File: src/rtl/axi_read_arbiter.sv
// Two-requester AXI read-channel arbiter.
// Requester 0 is the instruction side and requester 1 is the data side.
// Only one read burst is outstanding downstream at any time.
// A round-robin grant is held for the whole burst.
// The R stream is checked for beat count and RID, and violations set sticky error bits.
module axi_read_arbiter #(
    parameter int ID_W   = 4,
    parameter int ADDR_W = 32,
    parameter int DATA_W = 32,
    parameter int LEN_W  = 4
) (
    input  logic              clk,
    input  logic              rst,
    // requester 0 (instruction side)
    input  logic [ID_W-1:0]   ARID_R0,
    input  logic [ADDR_W-1:0] ARADDR_R0,
    input  logic [LEN_W-1:0]  ARLEN_R0,
    input  logic [2:0]        ARSIZE_R0,
    input  logic [1:0]        ARBURST_R0,
    input  logic              ARVALID_R0,
    output logic              ARREADY_R0,
    output logic [ID_W-1:0]   RID_R0,
    output logic [DATA_W-1:0] RDATA_R0,
    output logic [1:0]        RRESP_R0,
    output logic              RLAST_R0,
    output logic              RVALID_R0,
    input  logic              RREADY_R0,
    // requester 1 (data side)
    input  logic [ID_W-1:0]   ARID_R1,
    input  logic [ADDR_W-1:0] ARADDR_R1,
    input  logic [LEN_W-1:0]  ARLEN_R1,
    input  logic [2:0]        ARSIZE_R1,
    input  logic [1:0]        ARBURST_R1,
    input  logic              ARVALID_R1,
    output logic              ARREADY_R1,
    output logic [ID_W-1:0]   RID_R1,
    output logic [DATA_W-1:0] RDATA_R1,
    output logic [1:0]        RRESP_R1,
    output logic              RLAST_R1,
    output logic              RVALID_R1,
    input  logic              RREADY_R1,
    // downstream read port
    output logic [ID_W-1:0]   ARID_S,
    output logic [ADDR_W-1:0] ARADDR_S,
    output logic [LEN_W-1:0]  ARLEN_S,
    output logic [2:0]        ARSIZE_S,
    output logic [1:0]        ARBURST_S,
    output logic              ARVALID_S,
    input  logic              ARREADY_S,
    input  logic [ID_W-1:0]   RID_S,
    input  logic [DATA_W-1:0] RDATA_S,
    input  logic [1:0]        RRESP_S,
    input  logic              RLAST_S,
    input  logic              RVALID_S,
    output logic              RREADY_S,
    // status
    output logic              busy,
    output logic [1:0]        err
);

    typedef enum logic [1:0] {
        ST_IDLE    = 2'd0,
        ST_AR_SEND = 2'd1,
        ST_R_DATA  = 2'd2
    } state_e;

    // The beat count is wrong if RLAST comes on any beat other than beat ARLEN.
    // It is also wrong if beat ARLEN arrives without RLAST.
    function automatic logic beat_count_error(
        input logic             last,
        input logic [LEN_W:0]   cnt,
        input logic [LEN_W-1:0] len
    );
        logic at_len;
        at_len = (cnt == {1'b0, len});
        beat_count_error = last ? !at_len : at_len;
    endfunction

    state_e              state_q, state_d;
    logic                last_grant_q, last_grant_d;
    logic                grant_q, grant_d;
    logic [LEN_W:0]      beat_cnt_q, beat_cnt_d;
    logic [1:0]          err_q, err_d;
    logic [ID_W-1:0]     ar_id_q, ar_id_d;
    logic [ADDR_W-1:0]   ar_addr_q, ar_addr_d;
    logic [LEN_W-1:0]    ar_len_q, ar_len_d;
    logic [2:0]          ar_size_q, ar_size_d;
    logic [1:0]          ar_burst_q, ar_burst_d;

    logic                grant_sel_s;
    logic                ar_hs_s;
    logic                r_route_s;
    logic                beat_s;

    // Choose the requester to grant in IDLE. On a tie, the requester that was not served last wins.
    always_comb begin
        grant_sel_s = 1'b0;
        ar_hs_s     = 1'b0;
        if (state_q == ST_IDLE) begin
            ar_hs_s = ARVALID_R0 | ARVALID_R1;
            if (ARVALID_R0 && ARVALID_R1) begin
                grant_sel_s = ~last_grant_q;
            end else if (ARVALID_R1) begin
                grant_sel_s = 1'b1;
            end else begin
                grant_sel_s = 1'b0;
            end
        end else begin
            grant_sel_s = 1'b0;
            ar_hs_s     = 1'b0;
        end
    end

    // Drive the AR ready back to the selected requester in the same cycle. Other requests are held off.
    always_comb begin
        ARREADY_R0 = ar_hs_s & ~grant_sel_s;
        ARREADY_R1 = ar_hs_s &  grant_sel_s;
    end

    // Route the downstream R channel to the granted requester. The other requester sees zeros.
    always_comb begin
        r_route_s = (state_q == ST_R_DATA);
        RVALID_R0 = 1'b0;
        RID_R0    = {ID_W{1'b0}};
        RDATA_R0  = {DATA_W{1'b0}};
        RRESP_R0  = 2'b00;
        RLAST_R0  = 1'b0;
        RVALID_R1 = 1'b0;
        RID_R1    = {ID_W{1'b0}};
        RDATA_R1  = {DATA_W{1'b0}};
        RRESP_R1  = 2'b00;
        RLAST_R1  = 1'b0;
        RREADY_S  = 1'b0;
        if (r_route_s) begin
            if (grant_q) begin
                RVALID_R1 = RVALID_S;
                RID_R1    = RID_S;
                RDATA_R1  = RDATA_S;
                RRESP_R1  = RRESP_S;
                RLAST_R1  = RLAST_S;
                RREADY_S  = RREADY_R1;
            end else begin
                RVALID_R0 = RVALID_S;
                RID_R0    = RID_S;
                RDATA_R0  = RDATA_S;
                RRESP_R0  = RRESP_S;
                RLAST_R0  = RLAST_S;
                RREADY_S  = RREADY_R0;
            end
        end else begin
            RREADY_S = 1'b0;
        end
        beat_s = r_route_s & RVALID_S & RREADY_S;
    end

    // Compute the next state: capture the request, send it downstream, then track and check its beats.
    always_comb begin
        state_d      = state_q;
        last_grant_d = last_grant_q;
        grant_d      = grant_q;
        beat_cnt_d   = beat_cnt_q;
        err_d        = err_q;
        ar_id_d      = ar_id_q;
        ar_addr_d    = ar_addr_q;
        ar_len_d     = ar_len_q;
        ar_size_d    = ar_size_q;
        ar_burst_d   = ar_burst_q;
        case (state_q)
            ST_IDLE: begin
                if (ar_hs_s) begin
                    grant_d = grant_sel_s;
                    state_d = ST_AR_SEND;
                    if (grant_sel_s) begin
                        ar_id_d    = ARID_R1;
                        ar_addr_d  = ARADDR_R1;
                        ar_len_d   = ARLEN_R1;
                        ar_size_d  = ARSIZE_R1;
                        ar_burst_d = ARBURST_R1;
                    end else begin
                        ar_id_d    = ARID_R0;
                        ar_addr_d  = ARADDR_R0;
                        ar_len_d   = ARLEN_R0;
                        ar_size_d  = ARSIZE_R0;
                        ar_burst_d = ARBURST_R0;
                    end
                end else begin
                    state_d = ST_IDLE;
                end
            end
            ST_AR_SEND: begin
                if (ARREADY_S) begin
                    beat_cnt_d = {(LEN_W+1){1'b0}};
                    state_d    = ST_R_DATA;
                end else begin
                    state_d = ST_AR_SEND;
                end
            end
            ST_R_DATA: begin
                if (beat_s) begin
                    // The counter saturates so that a runaway burst cannot alias back to a legal count.
                    if (beat_cnt_q != {(LEN_W+1){1'b1}}) begin
                        beat_cnt_d = beat_cnt_q + {{LEN_W{1'b0}}, 1'b1};
                    end else begin
                        beat_cnt_d = beat_cnt_q;
                    end
                    if (RID_S != ar_id_q) begin
                        err_d[1] = 1'b1;
                    end else begin
                        err_d[1] = err_q[1];
                    end
                    if (beat_count_error(RLAST_S, beat_cnt_q, ar_len_q)) begin
                        err_d[0] = 1'b1;
                    end else begin
                        err_d[0] = err_q[0];
                    end
                    if (RLAST_S) begin
                        last_grant_d = grant_q;
                        state_d      = ST_IDLE;
                    end else begin
                        state_d = ST_R_DATA;
                    end
                end else begin
                    state_d = ST_R_DATA;
                end
            end
            default: begin
                state_d = ST_IDLE;
            end
        endcase
    end

    // State and capture registers, with a synchronous reset to the documented values.
    always_ff @(posedge clk) begin
        if (rst) begin
            state_q      <= ST_IDLE;
            last_grant_q <= 1'b1;
            grant_q      <= 1'b0;
            beat_cnt_q   <= {(LEN_W+1){1'b0}};
            err_q        <= 2'b00;
            ar_id_q      <= {ID_W{1'b0}};
            ar_addr_q    <= {ADDR_W{1'b0}};
            ar_len_q     <= {LEN_W{1'b0}};
            ar_size_q    <= 3'b000;
            ar_burst_q   <= 2'b00;
        end else begin
            state_q      <= state_d;
            last_grant_q <= last_grant_d;
            grant_q      <= grant_d;
            beat_cnt_q   <= beat_cnt_d;
            err_q        <= err_d;
            ar_id_q      <= ar_id_d;
            ar_addr_q    <= ar_addr_d;
            ar_len_q     <= ar_len_d;
            ar_size_q    <= ar_size_d;
            ar_burst_q   <= ar_burst_d;
        end
    end

    // The downstream AR fields come straight from the capture registers, so they stay stable until accepted.
    always_comb begin
        ARVALID_S = (state_q == ST_AR_SEND);
        ARID_S    = ar_id_q;
        ARADDR_S  = ar_addr_q;
        ARLEN_S   = ar_len_q;
        ARSIZE_S  = ar_size_q;
        ARBURST_S = ar_burst_q;
        busy      = (state_q != ST_IDLE);
        err       = err_q;
    end

endmodule
File: config.mk
export PLATFORM = sky130hd
export DESIGN_NAME = axi_read_arbiter
export DESIGN_NICKNAME = d
export VERILOG_FILES = /design/src/rtl/axi_read_arbiter.sv
export SDC_FILE = /design/constraint.sdc
export NUM_CORES = 1
export LEC_CHECK = 0
export CAP_MARGIN = 20
export CORE_AREA = 4 4 102 104
export DETAILED_ROUTE_END_ITERATION = 7
export DIE_AREA = 0 0 106 108
export PLACE_DENSITY = 0.87
export SYNTH_ARGS = -nofsm -noshare
export SYNTH_HDL_FRONTEND = slang
export SYNTH_SLANG_ARGS = --single-unit
File: constraint.sdc
create_clock -name clk -period 2.9 [get_ports clk]
set_input_delay 0.435 -clock clk [delete_from_list [all_inputs] [get_ports clk]]
set_output_delay 0.435 -clock clk [all_outputs]
set_load 0.005 [all_outputs]
==> metrics.md, run 1 <==
| Metric | Value |
|---|---|
| CTS Hold Bufs | `0` |
| Worst min-delay path startpoint | `err[0]` |
| Reg2reg path depth | `7` |
| Die Y | `108 microns` |
| CTS Buf Count | `5` |
| Clock Sinks | `56` |
| Routability cong. | `0.815` |
| # DRC | `0` |
| Critical Path Fanout Max | `40` |
| First-pass GRT wire length | `19100 microns` |
| Setup TNS | `0 ns` |
| Reg2reg setup slack | `0.95 ns` |
| Ys Warns | `0` |
| Hold Path Stages | `2` |
| Final setup viols | `0` |
| Peak supply drop | `0.254 mV` |
| Via Count | `3753` |
| Post-DR wirelength/cell | `17.2 microns` |
| Number of detailed-route iterations in the first pass | `4` |
| Core Area | `9550 sq um` |
| Most frequent cell after synthesis | `dfxtp_1` |
| Hold crit path type | `reg -> reg` |
| Die X | `106 microns` |
| Dpl cells | `746` |
| Max-cap violations | `0` |
| Worst rel slew slack | `0.577` |
| Worst setup EP type | `output port` |
| Maximum clock rate | `387 MHz` |
| Unrepaired setup endpoints after global routing | `false` |
| Layout Skew | `0.00932 ns` |
| Post-synth net total | `510` |
| Commonest cells in the netlist | `56 x dfxtp_1, 52 x a21oi_1, 48 x nand2_1` |
| Largest net degree at the start of global routing | `47` |
| Period utilization | `0.892` |
| CTS tree | `yes` |
| Placement Setup Slack | `0.472 ns` |
| Antenna viol nets, final | `0` |
| Post-route minimum period | `2.59 ns` |
| Initial antenna violation count | `0` |
| Worst Setup Slack, final | `0.314 ns` |
| Setup repair bufs after CTS | `0` |
| Leakage power | `2.29 nW` |
| H-tree depth | `2` |
| Largest cells by area after synthesis | `dfxtp_1 38%, a22oi_1 12%, a21oi_1 8.7%` |
| Total track usage | `0.210` |
| Synthesized area | `2990 sq um` |
| Avg Cell Area, Syn | `8.05 sq um` |
| Initial DRC Count | `141` |
| CP required | `2.47 ns` |
| Die ar. | `11400 sq um` |
| Starting Density | `0.313` |
| Port Buf Inserts | `268` |
| Utilization after layout | `0.613` |
| Slew at the pin closest to its max-slew limit | `0.633 ns` |
| Fin. max-slew vios | `0` |
| PD cells | `357 nW/um^2` |
| Number of global-route vias before repair | `3714` |
| Final Hold Fails | `0` |
| Clock Latency Late Sink | `0.31 ns` |
| Nets | `759` |
| Antenna cells | `0` |
| Yosys top cell area share | `0.376` |
| Register bit total from synthesis | `56` |
| Worst hold slack | `0.472 ns` |
| Gate Count Post-Synth | `371` |
| Share of cells above drive strength 1 | `0.0403` |
| Outcome | `finished, final reports clean` |
| Reg2Reg Launch Point | `beat_cnt_q[0]` |
| GR Overflow Total | `0` |
| Area leader, netlist | `dfxtp_1` |
| Root buf cell | `clkbuf_8` |
| I/O pins | `269` |
| Row cnt | `36` |
| Clk slew on worst S/H paths | `0.10 ns` |
| Vias/cell | `4.98` |
| Top FF cell, synth | `dfxtp_1` |
| Sequential share of the synthesized area | `0.376` |
| Critical path startpoint category | `flip-flop` |
| Routed Wire Length | `13000 microns` |
| Worst EP arrival | `2.15 ns` |
| Hold Path Sink | `err[0]` |
| Share of synthesized registers carrying an async set or reset | `0` |
| Kind of critical path | `reg -> out` |
| Area Overhead vs Synth | `96.0%` |
| Post-synth EDFFs | `0` |
| Maximum clock insertion buffer count | `2` |
| Finished Layout Cells | `754` |
| Reg2Reg Capture Point | `beat_cnt_q[3]` |
| HPWL Detailed | `10300 microns` |
| Resized cells post-CTS | `0` |
| Netlist cell types | `39` |
worst max-delay path: stages, from the launching register on:
cell,delay [ns]
dfxtp_1,0.43
or2b_1,0.30
nor2_2,0.09
buf_4,0.30
and2_1,0.18
clkdlybuf4s50_1,0.54
sequential cells by signal (all words and copies together), names as in the netlist:
name and cells:
ARADDR_S 32, ARBURST_S 2, ARID_S 4, ARLEN_S 4, ARSIZE_S 3, beat_cnt_q 5
err 2, grant_q 1, last_grant_q 1, state_q 2
placed cells by master (no fill, tap or decap), types with 2 or more instances in the layout:
cell type          n
xor2_1             4
and3_1            41
a21oi_1           52
xnor2_1            4
nand2_1           48
mux2i_1            2
nor2_2             2
clkbuf_8           5
nand3b_1           3
buf_4              6
and2_1            41
a22oi_1           46
nor2_1            11
inv_1              2
nor3_1             3
ha_1               2
dfxtp_1           56
clkdlybuf4s50_1  267
metrics by stage:
step,total power [mW],cell area (sq um)
floorplan,1.16,2990
global placement,1.58,5740
detailed placement,1.60,5740
CTS,2.11,5850
global route,2.21,5850
finish,2.09,5850
worst max-delay path by stage:
stage / from / to / slack [ns] / depth (start not counted)
finish: state_q[1] / RDATA_R0[31] / 0.31 / 5
global route: state_q[1] / RDATA_R0[23] / 0.17 / 5
CTS: state_q[1] / RDATA_R0[31] / 0.31 / 5
detailed placement: ARVALID_R1 / ARREADY_R0 / 0.47 / 4
global placement: ARVALID_R1 / ARREADY_R0 / 0.49 / 4
floorplan: beat_cnt_q[0] / beat_cnt_q[3] / 1.11 / 7
final cells by class:
cell class,count,area (sq um)
clock buffers,6,72.6
fillers,832,3700
multi-input cells,279,1700
well taps,133,166
repair buffers,275,2740
clock inverters,2,35.0
inverters,3,11.3
flip-flops and latches,56,1120
power breakdown:
part           internal [mW]  switching, mW
Clock                  0.257          0.251
Combinational          0.420          0.277
Sequential             0.836         0.0469
Total                   1.51          0.575
routing by layer:
layer	wire [microns]	GRT usage	vias to the layer above
met5	0	0	-
met2	6930	0.408	184
li1	-	-	1806
met1	4540	0.209	1740
met4	293	0.0666	0
met3	1200	0.0728	23
cell families (layout without fill, tap and decap cells):
kind of cell,count (synthesis),count (layout),share of synthesized area
buffers and inverters,36,286,0.0599
adder cells (fa/ha/maj),2,2,0.00838
flip-flops,56,56,0.376
AO/OA/AOI/OAI,106,106,0.228
XOR/XNOR,8,8,0.0235
multiplexers,3,3,0.0142
AND/OR/NAND/NOR,160,160,0.290
No activity file was read; power rests on OpenSTA's default activity.
==> run 2: changes to the inputs <==
--- a/config.mk
+++ b/config.mk
@@ -6,10 +6,12 @@
 export NUM_CORES = 1
 export LEC_CHECK = 0
 export CAP_MARGIN = 20
-export CORE_AREA = 4 4 102 104
+export CELL_PAD_IN_SITES_DETAIL_PLACEMENT = 1
+export CELL_PAD_IN_SITES_GLOBAL_PLACEMENT = 2
+export CORE_MARGIN = 4
+export CORE_UTILIZATION = 16
 export DETAILED_ROUTE_END_ITERATION = 7
-export DIE_AREA = 0 0 106 108
-export PLACE_DENSITY = 0.87
+export PLACE_DENSITY = 0.91
 export SYNTH_ARGS = -nofsm -noshare
 export SYNTH_HDL_FRONTEND = slang
 export SYNTH_SLANG_ARGS = --single-unit
==> run 2 against run 1 <==
Compared with the run above: critical path type unchanged; count of clock-buffer cells in the layout decreased by 1; combinational power rose by 3%; critical path depth is the same; clock power grew 29%; critical endpoint is now RDATA_R0[23].
==> metrics.md, run 2 (same netlist as run 1, synthesis figures left out) <==
| Metric | Value |
|---|---|
| Outcome | `finished, final reports clean (unchanged)` |
| I/O pins | `269 (unchanged)` |
| Maximum clock insertion buffer count | `2 (unchanged)` |
| Worst rel slew slack | `0.626 (was 0.577)` |
| Reg2reg setup slack | `0.94 ns (was 0.95 ns)` |
| Setup TNS | `0 ns (unchanged)` |
| Nets | `760 (was 759)` |
| Dpl cells | `843 (was 746)` |
| Slew at the pin closest to its max-slew limit | `0.562 ns (was 0.633 ns)` |
| Total track usage | `0.129 (was 0.210)` |
| Worst EP arrival | `2.14 ns (was 2.15 ns)` |
| Die ar. | `20900 sq um (was 11400 sq um)` |
| Clock Sinks | `56 (unchanged)` |
| Placed Area | `5880 sq um (was 5740 sq um)` |
| Starting Density | `0.165 (was 0.313)` |
| Number of detailed-route iterations in the first pass | `4 (unchanged)` |
| Finished Layout Cells | `851 (was 754)` |
| Layout Skew | `0.00736 ns (was 0.00932 ns)` |
| Overall Power | `2.25 mW (was 2.09 mW)` |
| Routed Wire Length | `14500 microns (was 13000 microns)` |
| Setup repair bufs after CTS | `0 (unchanged)` |
| Final Cell Area | `6040 sq um (was 5850 sq um)` |
| Utilization after layout | `0.333 (was 0.613)` |
| Fin. max-slew vios | `0 (unchanged)` |
| Clk slew on worst S/H paths | `0.09 ns (was 0.10 ns)` |
| Critical Path Sink | `RDATA_R0[23] (was RDATA_R0[31])` |
| CP required | `2.47 ns (about the same)` |
| Critical Path Fanout Max | `15 (was 40)` |
| HPWL Detailed | `11300 microns (was 10300 microns)` |
| Peak supply drop | `0.255 mV (was 0.254 mV)` |
| Final-layout fill cell count | `2168 (was 832)` |
| Most frequent cells in the layout | `267 x clkdlybuf4s50_1, 56 x dfxtp_1, 52 x a21oi_1, 48 x nand2_1, 46 x a22oi_1 (unchanged)` |
| Unrepaired setup endpoints after global routing | `false (unchanged)` |
| CTS Buf Count | `5 (unchanged)` |
| Most common cell after layout, fill and taps aside | `clkdlybuf4s50_1 (unchanged)` |
| Die Y | `145 microns (was 108 microns)` |
| Largest register FFs | `32 (unchanged)` |
| Maximum clock rate | `389 MHz (was 387 MHz)` |
| Die X | `145 microns (was 106 microns)` |
| Hold crit path type | `reg -> reg (unchanged)` |
| Period utilization | `0.887 (was 0.892)` |
| Leakage power | `2.32 nW (was 2.29 nW)` |
| Reg2reg path depth | `7 (unchanged)` |
| Via Count | `3725 (was 3753)` |
| Slowest CP cell | `clkdlybuf4s50_1 (unchanged)` |
| # DRC | `0 (unchanged)` |
| Reg2Reg Capture Point | `beat_cnt_q[3] (unchanged)` |
| Port Buf Inserts | `268 (unchanged)` |
| PD cells | `373 nW/um^2 (was 357 nW/um^2)` |
| Max-cap violations | `0 (unchanged)` |
| Post-route minimum period | `2.57 ns (was 2.59 ns)` |
| Initial DRC Count | `125 (was 141)` |
| Worst Setup SP | `state_q[1] (unchanged)` |
| H-tree depth | `2 (unchanged)` |
| Largest net degree at the start of global routing | `47 (unchanged)` |
| Reg2Reg Launch Point | `beat_cnt_q[0] (unchanged)` |
| Area Overhead vs Synth | `102% (was 96.0%)` |
| Antenna viol nets, final | `0 (unchanged)` |
| Core Area | `18100 sq um (was 9550 sq um)` |
| Critical path startpoint category | `flip-flop (unchanged)` |
| Kind of critical path | `reg -> out (unchanged)` |
| Routability cong. | `0.700 (was 0.815)` |
| Antenna cells | `0 (unchanged)` |
| Post-DR wirelength/cell | `17.1 microns (was 17.2 microns)` |
| Vias/cell | `4.38 (was 4.98)` |
| Final setup viols | `0 (unchanged)` |
| GR Overflow Total | `0 (unchanged)` |
| Final Hold Fails | `0 (unchanged)` |
| Crit path largest cell delay | `0.49 ns (was 0.54 ns)` |
| Root buf cell | `clkbuf_16 (was clkbuf_8)` |
| First-pass GRT wire length | `21200 microns (was 19100 microns)` |
| Share of cells above drive strength 1 | `0.0434 (was 0.0403)` |
| CTS tree | `yes (unchanged)` |
| Initial antenna violation count | `1 (was 0)` |
| Worst setup EP type | `output port (unchanged)` |
| Row cnt | `49 (was 36)` |
| Clock Latency Late Sink | `0.30 ns (was 0.31 ns)` |
| Number of global-route vias before repair | `3769 (was 3714)` |
| CP cell instances | `or2b_1, nor2_4, buf_4, and2_1, clkdlybuf4s50_1 (was or2b_1, nor2_2, buf_4, and2_1, clkdlybuf4s50_1)` |
-- run 2: worst min-delay path by stage --
stage | startpoint | end | slack, ns | cells past startpoint
global route | err[0] | err[0] | 0.50 | 2
floorplan | last_grant_q | last_grant_q | 0.44 | 2
CTS | err[1] | err[1] | 0.49 | 2
detailed placement | err[1] | err[1] | 0.46 | 2
finish | err[0] | err[0] | 0.48 | 2
global placement | err[1] | err[1] | 0.46 | 2
-- run 2: critical path, delay by kind of cell (launching register included) --
family | cells | cell delay, ns
buf+inv | 2 | 0.72
flops | 1 | 0.41
simple gates | 3 | 0.71
-- run 2: power by group --
group | leakage, nW | switching [mW] | total [mW] | internal, mW
logic | 1.79 | 0.292 | 0.717 | 0.424
clock network | 0.0719 | 0.326 | 0.656 | 0.330
registers | 0.460 | 0.0451 | 0.881 | 0.836
-- run 2: per-stage QoR --
| step | setup slack, ns | hold slack, ns |
|---|---|---|
| global placement | 0.448 | 0.456 |
| detailed placement | 0.429 | 0.465 |
| finish | 0.328 | 0.479 |
| CTS | 0.0881 | 0.488 |
| floorplan | 1.11 | 0.445 |
| global route | 0.151 | 0.504 |
-- run 2: final cells by class --
type / instances / area, sq um / share of cell area
Clock buffer: 5 / 125 / 0.0207
Clock inverter: 3 / 27.5 / 0.00456
Inverter: 3 / 11.3 / 0.00186
Multi-Input combinational cell: 279 / 1710 / 0.283
Sequential cell: 56 / 1120 / 0.186
Tap cell: 229 / 287 / 0.0474
Timing Repair Buffer: 276 / 2760 / 0.457
-- run 2: routing by layer --
layer	wire [microns]	track usage
met1	5790	0.144
met2	6960	0.236
met3	1660	0.0519
met4	100	0.0206
met5	13	0
-- run 2: timing repair --
action                                  in CTS  in global routing
endpoints found under the setup margin       0                 30
endpoints found under the hold margin        0                  0
hold buffers                                 0                  0
resized for setup                            0                  1
==> run 3: changes to the inputs <==
--- a/config.mk
+++ b/config.mk
@@ -10,6 +10,7 @@
 export CELL_PAD_IN_SITES_GLOBAL_PLACEMENT = 2
 export CORE_MARGIN = 4
 export CORE_UTILIZATION = 16
+export CTS_CLUSTER_SIZE = 40
 export DETAILED_ROUTE_END_ITERATION = 7
 export PLACE_DENSITY = 0.91
 export SYNTH_ARGS = -nofsm -noshare
==> results of run 3 <==
No change in the layout: final DEF, timing and power equal those of run 2.
